### config.mk
export PLATFORM = sky130hd
export DESIGN_NAME = mano_control_unit
export DESIGN_NICKNAME = d
export VERILOG_FILES = /design/src/rtl/mano_pkg.sv /design/src/rtl/mano_seq_counter.sv /design/src/rtl/mano_control_unit.sv
export SDC_FILE = /design/constraint.sdc
export NUM_CORES = 1
export LEC_CHECK = 0
export ABC_AREA = 0
export CORE_MARGIN = 2
export CORE_UTILIZATION = 37
export CTS_CLUSTER_SIZE = 25
export DETAILED_ROUTE_END_ITERATION = 8
export GPL_TIMING_DRIVEN = 0
export PLACE_DENSITY = 0.88
export SYNTH_ARGS = -nofsm -noshare
export SYNTH_HDL_FRONTEND = slang
export SYNTH_SLANG_ARGS = --single-unit
### constraint.sdc
create_clock -name clk -period 2.3 [get_ports clk]
set_input_delay 0.46 -clock clk [delete_from_list [all_inputs] [get_ports clk]]
set_output_delay 0.46 -clock clk [all_outputs]
set_load 0.05 [all_outputs]
### src/rtl/mano_pkg.sv
// Shared encodings for the Mano basic-computer control unit: bus codes, ALU op bits,
// opcodes, register-reference / I/O bit positions and E-source selects.
package mano_pkg;

  localparam logic [2:0] BUS_NONE = 3'd0;
  localparam logic [2:0] BUS_AR   = 3'd1;
  localparam logic [2:0] BUS_PC   = 3'd2;
  localparam logic [2:0] BUS_DR   = 3'd3;
  localparam logic [2:0] BUS_AC   = 3'd4;
  localparam logic [2:0] BUS_IR   = 3'd5;
  localparam logic [2:0] BUS_TR   = 3'd6;
  localparam logic [2:0] BUS_MEM  = 3'd7;

  localparam int ALU_AND = 5;
  localparam int ALU_ADD = 4;
  localparam int ALU_LDA = 3;
  localparam int ALU_CMA = 2;
  localparam int ALU_CIR = 1;
  localparam int ALU_CIL = 0;

  typedef enum logic [2:0] {
    OP_AND = 3'd0, OP_ADD = 3'd1, OP_LDA = 3'd2, OP_STA = 3'd3,
    OP_BUN = 3'd4, OP_BSA = 3'd5, OP_ISZ = 3'd6, OP_RIO = 3'd7
  } opcode_e;

  typedef enum logic [2:0] {
    T0 = 3'd0, T1 = 3'd1, T2 = 3'd2, T3 = 3'd3, T4 = 3'd4, T5 = 3'd5, T6 = 3'd6
  } tstate_e;

  localparam int RR_CLA = 11;
  localparam int RR_CLE = 10;
  localparam int RR_CMA = 9;
  localparam int RR_CME = 8;
  localparam int RR_CIR = 7;
  localparam int RR_CIL = 6;
  localparam int RR_INC = 5;
  localparam int RR_SPA = 4;
  localparam int RR_SNA = 3;
  localparam int RR_SZA = 2;
  localparam int RR_SZE = 1;
  localparam int RR_HLT = 0;

  localparam int IO_INP = 11;
  localparam int IO_OUT = 10;
  localparam int IO_SKI = 9;
  localparam int IO_SKO = 8;
  localparam int IO_ION = 7;
  localparam int IO_IOF = 6;

  localparam logic [1:0] ESRC_ALU  = 2'd0;
  localparam logic [1:0] ESRC_AC0  = 2'd1;
  localparam logic [1:0] ESRC_AC15 = 2'd2;

endpackage

### src/rtl/mano_seq_counter.sv
// Sequence counter SC with clear/hold and one-hot timing decode.
// state | meaning: T0..T2 fetch/decode (or RT0..RT2), T3 decode/reg-ref/IO, T4..T6 execute
module mano_seq_counter
  import mano_pkg::*;
(
  input  logic       clk,
  input  logic       rst,
  input  logic       i_clr,
  input  logic       i_hold,
  output tstate_e    o_sc,
  output logic [6:0] o_t
);

  tstate_e r_sc;
  tstate_e w_sc_nxt;

  always_ff @(posedge clk or posedge rst) begin
    if (rst) r_sc <= T0;
    else     r_sc <= w_sc_nxt;
  end

  // T6 saturates: only an explicit clear returns SC to T0
  always_comb begin
    w_sc_nxt = r_sc;
    if (i_clr)                      w_sc_nxt = T0;
    else if (!i_hold && r_sc != T6) w_sc_nxt = tstate_e'(r_sc + 3'd1);
  end

  always_comb begin
    o_t       = '0;
    o_t[r_sc] = 1'b1;
  end

  assign o_sc = r_sc;

endmodule

### src/rtl/mano_control_unit.sv
// Hardwired Mano basic-computer control: SC, S, I flip-flops and all datapath strobes.
// Optional interrupt/I-O support (R, IEN, fgi/fgo ports) under `MANO_INTERRUPT_EN.
module mano_control_unit
  import mano_pkg::*;
(
  input  logic        clk,
  input  logic        rst,
  input  logic        start,
  input  logic [15:0] ir,
  input  logic        ac15,
  input  logic        ac_zero,
  input  logic        e_flag,
  input  logic        dr_zero,
`ifdef MANO_INTERRUPT_EN
  input  logic        fgi,
  input  logic        fgo,
  output logic        fgi_clr,
  output logic        fgo_clr,
  output logic        outr_ld,
  output logic        ac_ld_inpr,
`endif
  output logic [2:0]  t_state,
  output logic        running,
  output logic [2:0]  bus_sel,
  output logic        mem_rd,
  output logic        mem_wr,
  output logic        ar_ld,
  output logic        ar_inr,
  output logic        ar_clr,
  output logic        pc_ld,
  output logic        pc_inr,
  output logic        pc_clr,
  output logic        dr_ld,
  output logic        dr_inr,
  output logic        ir_ld,
  output logic        tr_ld,
  output logic        ac_ld,
  output logic        ac_clr,
  output logic        ac_inr,
  output logic [5:0]  alu_op,
  output logic        e_clr,
  output logic        e_cmp,
  output logic        e_ld,
  output logic [1:0]  e_src
);

  logic       r_s;
  logic       r_i;
  logic       w_r;
  logic       w_sc_clr;
  logic       w_s_clr;
  logic       w_d7;
  logic [6:0] w_t;
  tstate_e    w_sc;
  opcode_e    w_d;

  assign w_d  = opcode_e'(ir[14:12]);
  assign w_d7 = (w_d == OP_RIO);

`ifdef MANO_INTERRUPT_EN
  logic r_r;
  logic r_ien;
  logic w_r_clr;
  logic w_ien_set;
  logic w_ien_clr;

  assign w_r = r_r;

  always_ff @(posedge clk or posedge rst) begin
    if (rst) begin
      r_r   <= 1'b0;
      r_ien <= 1'b0;
    end else begin
      if (w_r_clr) r_r <= 1'b0;
      else if (!(w_t[0] | w_t[1] | w_t[2]) && r_ien && (fgi | fgo)) r_r <= 1'b1;
      if (w_ien_clr)      r_ien <= 1'b0;
      else if (w_ien_set) r_ien <= 1'b1;
    end
  end
`else
  assign w_r = 1'b0;
`endif

  mano_seq_counter u_sc (
    .clk    (clk),
    .rst    (rst),
    .i_clr  (w_sc_clr),
    .i_hold (~r_s),
    .o_sc   (w_sc),
    .o_t    (w_t)
  );

  always_ff @(posedge clk or posedge rst) begin
    if (rst) begin
      r_s <= 1'b1;
      r_i <= 1'b0;
    end else begin
      if (w_s_clr)           r_s <= 1'b0;
      else if (!r_s && start) r_s <= 1'b1;
      if (r_s && !w_r && w_t[2]) r_i <= ir[15];
    end
  end

  assign t_state = w_sc;
  assign running = r_s;

  always_comb begin
    bus_sel  = BUS_NONE;
    mem_rd   = 1'b0;
    mem_wr   = 1'b0;
    ar_ld    = 1'b0;
    ar_inr   = 1'b0;
    ar_clr   = 1'b0;
    pc_ld    = 1'b0;
    pc_inr   = 1'b0;
    pc_clr   = 1'b0;
    dr_ld    = 1'b0;
    dr_inr   = 1'b0;
    ir_ld    = 1'b0;
    tr_ld    = 1'b0;
    ac_ld    = 1'b0;
    ac_clr   = 1'b0;
    ac_inr   = 1'b0;
    alu_op   = '0;
    e_clr    = 1'b0;
    e_cmp    = 1'b0;
    e_ld     = 1'b0;
    e_src    = ESRC_ALU;
    w_sc_clr = 1'b0;
    w_s_clr  = 1'b0;
`ifdef MANO_INTERRUPT_EN
    fgi_clr    = 1'b0;
    fgo_clr    = 1'b0;
    outr_ld    = 1'b0;
    ac_ld_inpr = 1'b0;
    w_r_clr    = 1'b0;
    w_ien_set  = 1'b0;
    w_ien_clr  = 1'b0;
`endif
    if (!rst && r_s) begin
`ifdef MANO_INTERRUPT_EN
      if (r_r) begin
        if (w_t[0]) begin ar_clr = 1'b1; bus_sel = BUS_PC; tr_ld = 1'b1; end
        if (w_t[1]) begin bus_sel = BUS_TR; mem_wr = 1'b1; pc_clr = 1'b1; end
        if (w_t[2]) begin
          pc_inr = 1'b1; w_ien_clr = 1'b1; w_r_clr = 1'b1; w_sc_clr = 1'b1;
        end
      end else
`endif
      begin
        if (w_t[0]) begin bus_sel = BUS_PC; ar_ld = 1'b1; end
        if (w_t[1]) begin bus_sel = BUS_MEM; mem_rd = 1'b1; ir_ld = 1'b1; pc_inr = 1'b1; end
        if (w_t[2]) begin bus_sel = BUS_IR; ar_ld = 1'b1; end
      end

      if (w_t[3]) begin
        if (w_d7 && !r_i) begin
          w_sc_clr = 1'b1;
          if (ir[RR_CLA]) ac_clr = 1'b1;
          if (ir[RR_CLE]) e_clr = 1'b1;
          if (ir[RR_CMA]) begin ac_ld = 1'b1; alu_op[ALU_CMA] = 1'b1; end
          if (ir[RR_CME]) e_cmp = 1'b1;
          if (ir[RR_CIR]) begin ac_ld = 1'b1; alu_op[ALU_CIR] = 1'b1; e_ld = 1'b1; e_src = ESRC_AC0; end
          if (ir[RR_CIL]) begin ac_ld = 1'b1; alu_op[ALU_CIL] = 1'b1; e_ld = 1'b1; e_src = ESRC_AC15; end
          if (ir[RR_INC]) ac_inr = 1'b1;
          // all selected skip conditions merge into one PC increment
          pc_inr = (ir[RR_SPA] & ~ac15) | (ir[RR_SNA] & ac15) |
                   (ir[RR_SZA] & ac_zero) | (ir[RR_SZE] & ~e_flag);
          if (ir[RR_HLT]) w_s_clr = 1'b1;
        end else if (w_d7) begin
          w_sc_clr = 1'b1;
`ifdef MANO_INTERRUPT_EN
          if (ir[IO_INP]) begin ac_ld_inpr = 1'b1; fgi_clr = 1'b1; end
          if (ir[IO_OUT]) begin bus_sel = BUS_AC; outr_ld = 1'b1; fgo_clr = 1'b1; end
          pc_inr = (ir[IO_SKI] & fgi) | (ir[IO_SKO] & fgo);
          if (ir[IO_ION]) w_ien_set = 1'b1;
          if (ir[IO_IOF]) w_ien_clr = 1'b1;
`endif
        end else if (r_i) begin
          bus_sel = BUS_MEM; mem_rd = 1'b1; ar_ld = 1'b1;
        end
      end

      if (!w_d7) begin
        case (w_d)
          OP_AND, OP_ADD, OP_LDA: begin
            if (w_t[4]) begin bus_sel = BUS_MEM; mem_rd = 1'b1; dr_ld = 1'b1; end
            if (w_t[5]) begin
              ac_ld    = 1'b1;
              w_sc_clr = 1'b1;
              if (w_d == OP_AND) alu_op[ALU_AND] = 1'b1;
              if (w_d == OP_LDA) alu_op[ALU_LDA] = 1'b1;
              if (w_d == OP_ADD) begin alu_op[ALU_ADD] = 1'b1; e_ld = 1'b1; end
            end
          end
          OP_STA: if (w_t[4]) begin bus_sel = BUS_AC; mem_wr = 1'b1; w_sc_clr = 1'b1; end
          OP_BUN: if (w_t[4]) begin bus_sel = BUS_AR; pc_ld = 1'b1; w_sc_clr = 1'b1; end
          OP_BSA: begin
            if (w_t[4]) begin bus_sel = BUS_PC; mem_wr = 1'b1; ar_inr = 1'b1; end
            if (w_t[5]) begin bus_sel = BUS_AR; pc_ld = 1'b1; w_sc_clr = 1'b1; end
          end
          OP_ISZ: begin
            if (w_t[4]) begin bus_sel = BUS_MEM; mem_rd = 1'b1; dr_ld = 1'b1; end
            if (w_t[5]) dr_inr = 1'b1;
            if (w_t[6]) begin
              bus_sel = BUS_DR; mem_wr = 1'b1; pc_inr = dr_zero; w_sc_clr = 1'b1;
            end
          end
          default: ;
        endcase
      end
    end
  end

endmodule

==> metrics.md, run 1 <==
| Metric | Value |
|---|---|
| Reg-to-reg slack, setup | 0.30 ns |
| Synth cell count leaders | 9 x and2_1, 9 x nand2_1, 8 x nand2b_1, 8 x nor2_1 |
| Routed wire length | 5090 µm |
| Status | finished with violations |
| Asr flop ratio synth | 1.00 |
| DRC | 0 |
| Cts hold-fix bufs | 0 |
| Yosys reg bits | 5 |
| DR WL/cell | 20.9 µm |
| Seq/Total Area, Yosys | 0.135 |
| RSZ-0062 raised after global routing | true |
| Share of post-route cells with drive strength above 1 | 0.575 |
| Mapped Avg Cell Area | 7.41 µm² |
| Worst-path clk slew | 0.04 ns |
| Worst Path Max Fanout | 5 |
| Synth top area cells | dfrtp_1 11%, and2_1 6.0%, nand2b_1 5.4% |
| Tcrit/Tclk final | 1.10 |
| Sw frac | 0.541 |
| Die span in y | 54.2 µm |
| Distinct cells, synth | 50 |
| Rel. slew slack | 0.639 |
| Crit start category | register |
| Grt ovf | 0 |
| GRT Overall Usage | 0.280 |
| R2R cell count | 6 |
| CTS buffer count | 3 |
| PD cells | 970 mW/mm² |
| # rows | 18 |
| FF-to-FF End | u_sc.o_sc[1]$_DFFE_PP0P_ |
| Pre-CTS setup slack | -1.35 ns |
| Crit path time final | 2.52 ns |
| Clock share of power | 0.046 |
| Routed Antenna Nets | 0 |
| Cells after Synth | 126 |
| Max-cap violations | 0 |
| CP Cell Sequence | or3b_4, nor4_4, buf_4, and2_4, and2b_4, buf_8 |
| Final hold vios | 0 |
| Synthesis-to-layout area growth | 136% |
| Initial core utilization | 0.384 |
| Clk root buf | clkbuf_4 |
| Sw power | 1.16 mW |
| Vias per cell | 5.84 |
| Fraction of power consumed by combinational cells | 0.847 |
| Worst R2R Start | u_sc.o_sc[0]$_DFFE_PP0P_ |
| Largest net degree at the start of global routing | 12 |
| Die ar. | 0.00294 mm² |
| Violated checks | setup timing |
| Crit path DAT | 2.06 ns |
| Seq pwr share | 0.107 |
| Fin. max-slew vios | 0 |
| Slowest stage delay, CP | 0.61 ns |
| Main flop type after synthesis | dfrtp_1 |
| Top-area cell type share of the netlist area | 0.107 |
| Hold WS | 0.311 ns |
| DR vias | 1,424 |
| Skew final | 0.00397 ns |
| Pleak | 0.936 nW |
| Synth Warn # | 0 |
| Hpwl dp | 2540 µm |
| IO buf count | 52 |
| Max Freq | 0.397 GHz |
| GP Congestion | 0.901 |
| Area of the core | 0.00243 mm² |
| Yosys top cell by area | dfrtp_1 |
| CP Class | register to output pin |
| First-pass GRT wire length | 5950 µm |
| Boundary pin count | 56 |
| Setup TNS | -1.73 ns |
| Worst-skew pair later-pin latency | 0.24 ns |
| Final nets | 240 |
| H-Tree Depth | 1 |
| Fill count | 100 |
| Die W | 54.2 µm |
| CTS max path bufs | 2 |
| Drt pass-1 iters | 4 |
| Vias in the first global route | 1,308 |
| TritonCTS clock tree | done |
| WP data required | 1.84 ns |
| Initial antenna violation count | 0 |
| Worst-Margin Slew | 0.540 ns |
| Cell-internal power | 0.980 mW |
| EDFF count, synth | 0 |
| Total power draw | 2.14 mW |
| N_diodes | 0 |
| Critical Path Sink Type | output pin |
| VDD IR max | 1210 µV |
| CP max stage cell | dfstp_4 |
| Hold WC Path Type | input pin to asynchronous set/reset pin |
| Final setup violation count | 20 |
| Synthesized area | 933 µm² |
| Clock Sinks | 5 |
| Drt initial violations | 44 |
| Worst Slack Setup Final | -0.219 ns |
[per-layer routing]
metal	vias up	share of wire	track usage
met2	89	0.53	0.540
li1	633	-	-
met5	-	0	0
met1	688	0.38	0.284
met3	14	0.073	0.0273
met4	0	0.025	0.171
[metrics by stage]
stage | std cells | area, µm² | utilization
after CTS | 229 | 1970 | 0.811
after detailed placement | 210 | 1650 | 0.678
final | 244 | 2200 | 0.905
after floorplan | 128 | 1090 | -
after global placement | 210 | 1650 | 0.678
after global routing | 244 | 2200 | 0.905
[timing repair]
action,4_1_cts,5_1_grt
endpoints found under the setup margin,26,24
gates resized for setup,226,38
cloned,0,0
setup buffers,16,19
endpoints found under the hold margin,0,0
pin swaps,15,11
[logic make-up (layout without fill, tap and decap cells)]
group           count (synthesis)  count (layout)  synth area share
compound gates                 27              27             0.205
xor+xnor                        4               4            0.0375
fa+ha+maj                       2               2            0.0268
buf+inv                        16             102            0.0952
flops                           5               5             0.135
mux                             5               5            0.0550
other cells                     1               3           0.00402
simple gates                   66              66             0.441
[power by group through the flow]
stage	registers [mW]	clock network [mW]	logic [mW]
2_1_floorplan	0.282	0	0.815
3_3_place_gp	0.196	0	1.21
3_5_place_dp	0.199	0	1.22
4_1_cts	0.235	0.107	1.40
5_1_grt	0.230	0.105	1.88
6_report	0.229	0.0985	1.81
[worst max path at each step]
stage                    end  cells past startpoint                start  slack (ns)
floorplan               e_ld                      4  running$_DFFE_PP1P_       -0.29
global placement        e_ld                      6               ir[13]       -1.29
detailed placement      e_ld                      6               ir[13]       -1.35
CTS                 e_src[0]                      6  running$_DFFE_PP1P_       -0.28
global route        e_src[0]                      6  running$_DFFE_PP1P_       -0.27
finish              e_src[0]                      6  running$_DFFE_PP1P_       -0.22
[sequential cells by signal (all words and copies together), names as in the netlist]
name and count:
r_i 1, running 1, u_sc.o_sc 3
[worst max-delay path, delay by kind of cell (launching register included)]
| kind | cells | cell delay, ns |
|---|---|---|
| buffers and inverters | 2 | 0.33 |
| DFF | 1 | 0.61 |
| and+or+nand+nor | 4 | 0.88 |
[cell usage in the layout, fill, tap and decap left out, types with 2 or more instances in the layout]
master,synthesis,final
nand3b_1,2,2
a21oi_1,6,4
buf_4,4,29
a21oi_2,0,2
ha_1,2,2
nor3b_1,4,2
nor2b_1,2,2
nor3_2,0,2
nor4b_4,0,2
inv_1,3,2
buf_12,0,3
clkbuf_4,0,3
buf_2,5,4
a21o_1,2,2
nand2b_4,0,2
dfrtp_2,0,3
xnor2_1,2,2
nor3_1,6,2
and2_4,0,8
conb_1,1,3
a211oi_1,3,3
and3_2,0,2
nand2_1,9,8
nor3_4,0,2
mux2i_1,4,4
xor2_1,2,2
buf_6,1,22
nor2_1,8,8
buf_8,0,12
nand2b_1,8,6
clkdlybuf4s50_1,0,21
o21ai_1,0,2
nor4_4,1,4
[final cells by class]
cell class                      instances  area [µm²]  share of cell area
Buffer                                 10         118              0.0534
Clock buffer                            4        26.3              0.0119
Inverter                                4        20.0             0.00910
Timing Repair Buffer                   84         851               0.387
Tap cell                               30        37.5              0.0171
Multi-Input combinational cell        107        1010               0.461
Sequential cell                         5         134              0.0608
(Power assumes the default switching activity.)
==> run 2: changes to the inputs <==
--- a/config.mk
+++ b/config.mk
@@ -7,11 +7,11 @@
 export LEC_CHECK = 0
 export ABC_AREA = 0
 export CORE_MARGIN = 2
-export CORE_UTILIZATION = 37
+export CORE_UTILIZATION = 33
 export CTS_CLUSTER_SIZE = 25
 export DETAILED_ROUTE_END_ITERATION = 8
 export GPL_TIMING_DRIVEN = 0
-export PLACE_DENSITY = 0.88
+export PLACE_DENSITY = 0.8
 export SYNTH_ARGS = -nofsm -noshare
 export SYNTH_HDL_FRONTEND = slang
 export SYNTH_SLANG_ARGS = --single-unit
==> run 2 against run 1 <==
- the run still ends with setup timing left
- global-route usage down 5.5 points
- clock power about the same
- critical endpoint unchanged
- setup slack better by 0.021 ns
- highest routed layer unchanged
- critical path depth unchanged
- largest cell class unchanged
- die area up 11%
- sequential power about the same
- largest power group unchanged
- sequential cell count unchanged
==> metrics.md, run 2 (synthesis gave the netlist of run 1 again) <==
| Metric | Value |
|---|---|
| Tcrit/Tclk final | 1.09 (-0.00894) |
| Worst-Margin Slew | 0.508 ns (-0.0315 ns) |
| DRC | 0 (unchanged) |
| Final hold vios | 0 (unchanged) |
| Synthesis-to-layout area growth | 126% |
| Die W | 57.2 µm (+5.5%) |
| Skew final | 0.000339 ns (-0.00363 ns) |
| Routed Antenna Nets | 0 (unchanged) |
| Seq pwr share | 0.118 (+0.011) |
| CTS max path bufs | 2 (unchanged) |
| Clock share of power | 0.052 (+0.006) |
| Max-cap violations | 0 (unchanged) |
| Drt initial violations | 38 (-14%) |
| CP Cell Sequence | or3b_4, nor4_4, buf_4, and2_4, and2b_4, buf_8 |
| Worst-path clk slew | 0.04 ns (about the same) |
| CP Class | register to output pin |
| CTS buffer count | 3 (unchanged) |
| GP Congestion | 0.816 (-9.4%) |
| R2R cell count | 6 (unchanged) |
| First-pass GRT wire length | 6000 µm (+0.82%) |
| Pleak | 0.890 nW (-4.8%) |
| Grt ovf | 0 (unchanged) |
| Setup TNS | -1.65 ns (+0.0810 ns) |
| Largest net degree at the start of global routing | 11 (-1) |
| Cell-internal power | 0.890 mW (-9.2%) |
| Die span in y | 57.2 µm (+5.5%) |
| Max Freq | 0.400 GHz (+0.82%) |
| Vias in the first global route | 1,313 (+0.38%) |
| Total power draw | 1.93 mW (-9.4%) |
| Boundary pin count | 56 (unchanged) |
| Hold WS | 0.309 ns (-0.00174 ns) |
| Fin. max-slew vios | 0 (unchanged) |
| Initial antenna violation count | 0 (unchanged) |
| PD cells | 918 mW/mm² (-5.4%) |
| Rel. slew slack | 0.660 (+0.0211) |
| Fraction of power consumed by combinational cells | 0.831 (-0.016) |
| DR WL/cell | 16.4 µm (-22%) |
| Critical Path Sink Type | output pin |
| Final setup violation count | 16 (-20%) |
| DR vias | 1,334 (-6.3%) |
| Most common library cell in the layout ignoring fill and taps | buf_4 |
| Multi-input logic area | 0.00100 mm² (-1.1%) |
| Worst Path Max Fanout | 5 (unchanged) |
| WP data required | 1.84 ns (about the same) |
| Sw frac | 0.540 (-0.00121) |
| Slowest stage delay, CP | 0.61 ns (about the same) |
| Most frequent cells in the layout | 33 x buf_4, 21 x clkdlybuf4s50_1, 14 x buf_8 |
| H-Tree Depth | 1 (unchanged) |
| Clk root buf | clkbuf_4 |
| GRT Overall Usage | 0.225 (-0.0546) |
| Cts hold-fix bufs | 0 (unchanged) |
| Crit start category | register |
| Hpwl dp | 2490 µm (-2.0%) |
| Die ar. | 0.00327 mm² (+11%) |
| Crit path DAT | 2.04 ns (-0.02 ns) |
| IO buf count | 52 (unchanged) |
| VDD IR max | 1100 µV (-9.5%) |
| CP max stage cell | dfstp_4 |
| TritonCTS clock tree | done |
| Violated checks | setup timing |
| N_diodes | 0 (unchanged) |
| Vias per cell | 5.54 (-5.2%) |
| RSZ-0062 raised after global routing | true |
| Clock Sinks | 5 (unchanged) |
| Hold WC Path Type | input pin to asynchronous set/reset pin |
| Worst Slack Setup Final | -0.198 ns (+0.0206 ns) |
| Share of post-route cells with drive strength above 1 | 0.576 (+0.00142) |
| Fill count | 173 (+73%) |
| Routed wire length | 3940 µm (-23%) |
| Max reg flops | 3 (unchanged) |
| Non-filler cells in the finished layout | 241 (-1.2%) |
| Worst-skew pair later-pin latency | 0.24 ns (about the same) |
| Area of the core | 0.00271 mm² (+11%) |
| Status | finished with violations |
| # rows | 19 (+1) |
| Sw power | 1.04 mW (-9.6%) |
| Final nets | 236 (-1.7%) |
| Crit path time final | 2.50 ns (-0.0206 ns) |
| Placed cell count | 211 (+0.48%) |
| Register Area | 134 µm² (unchanged) |
| Initial core utilization | 0.344 (-0.0393) |
| Drt pass-1 iters | 4 (unchanged) |
-- run 2: cell type report --
cell class / instances / share of cell area
multi-input cells: 107 / 0.476
inverters: 4 / 0.0113
flip-flops and latches: 5 / 0.0635
plain buffers: 10 / 0.0463
well taps: 31 / 0.0184
repair buffers: 80 / 0.372
clock buffers: 4 / 0.0125
-- run 2: stage by stage --
| step | cell area, µm² | setup slack, ns | utilization |
|---|---|---|---|
| 6_report | 2110 | -0.198 | 0.777 |
| 5_1_grt | 2110 | -0.233 | 0.777 |
| 4_1_cts | 1920 | -0.277 | 0.707 |
| 3_5_place_dp | 1650 | -1.27 | 0.609 |
| 3_3_place_gp | 1650 | -1.21 | 0.609 |
| 2_1_floorplan | 1090 | -0.291 | - |
-- run 2: critical path, delay by kind of cell, from the launching register on --
family / cells / cell delay (ns)
and+or+nand+nor: 4 / 0.87
DFF: 1 / 0.61
buffers and inverters: 2 / 0.32
-- run 2: repair_timing --
action,in CTS,in global routing
setup endpoints to repair,26,24
pin swaps,17,13
resized for setup,217,36
gates cloned,0,0
setup buffers,15,14
-- run 2: power groups by stage --
| stage | registers, mW | logic [mW] | clock network, mW |
|---|---|---|---|
| 3_5_place_dp | 0.199 | 1.21 | 0 |
| 6_report | 0.227 | 1.61 | 0.100 |
| 4_1_cts | 0.210 | 1.40 | 0.104 |
| 2_1_floorplan | 0.282 | 0.815 | 0 |
| 5_1_grt | 0.237 | 1.69 | 0.108 |
| 3_3_place_gp | 0.199 | 1.19 | 0 |
-- run 2: per-layer routing --
layer  wire, µm  GRT usage  share of wire  vias up
met5          0          0              0        -
met4         88     0.0764          0.022        0
met3        213     0.0227          0.054        9
met2       2170      0.424           0.55       62
met1       1470      0.264           0.37      643
li1           -          -              -      620
-- run 2: final timing paths --
path	from	endpoint	slack, ns
hold reg to reg	u_sc.o_sc[2]$_DFFE_PP0P_	u_sc.o_sc[2]$_DFFE_PP0P_	0.66
max in group asynchronous	rst	running$_DFFE_PP1P_	1.76
setup / recovery	running$_DFFE_PP1P_	e_src[0]	-0.20
setup reg to reg	u_sc.o_sc[0]$_DFFE_PP0P_	u_sc.o_sc[1]$_DFFE_PP0P_	0.45
min in group clk	u_sc.o_sc[2]$_DFFE_PP0P_	u_sc.o_sc[2]$_DFFE_PP0P_	0.66
hold / removal	rst	r_i$_DFFE_PP0P_	0.31
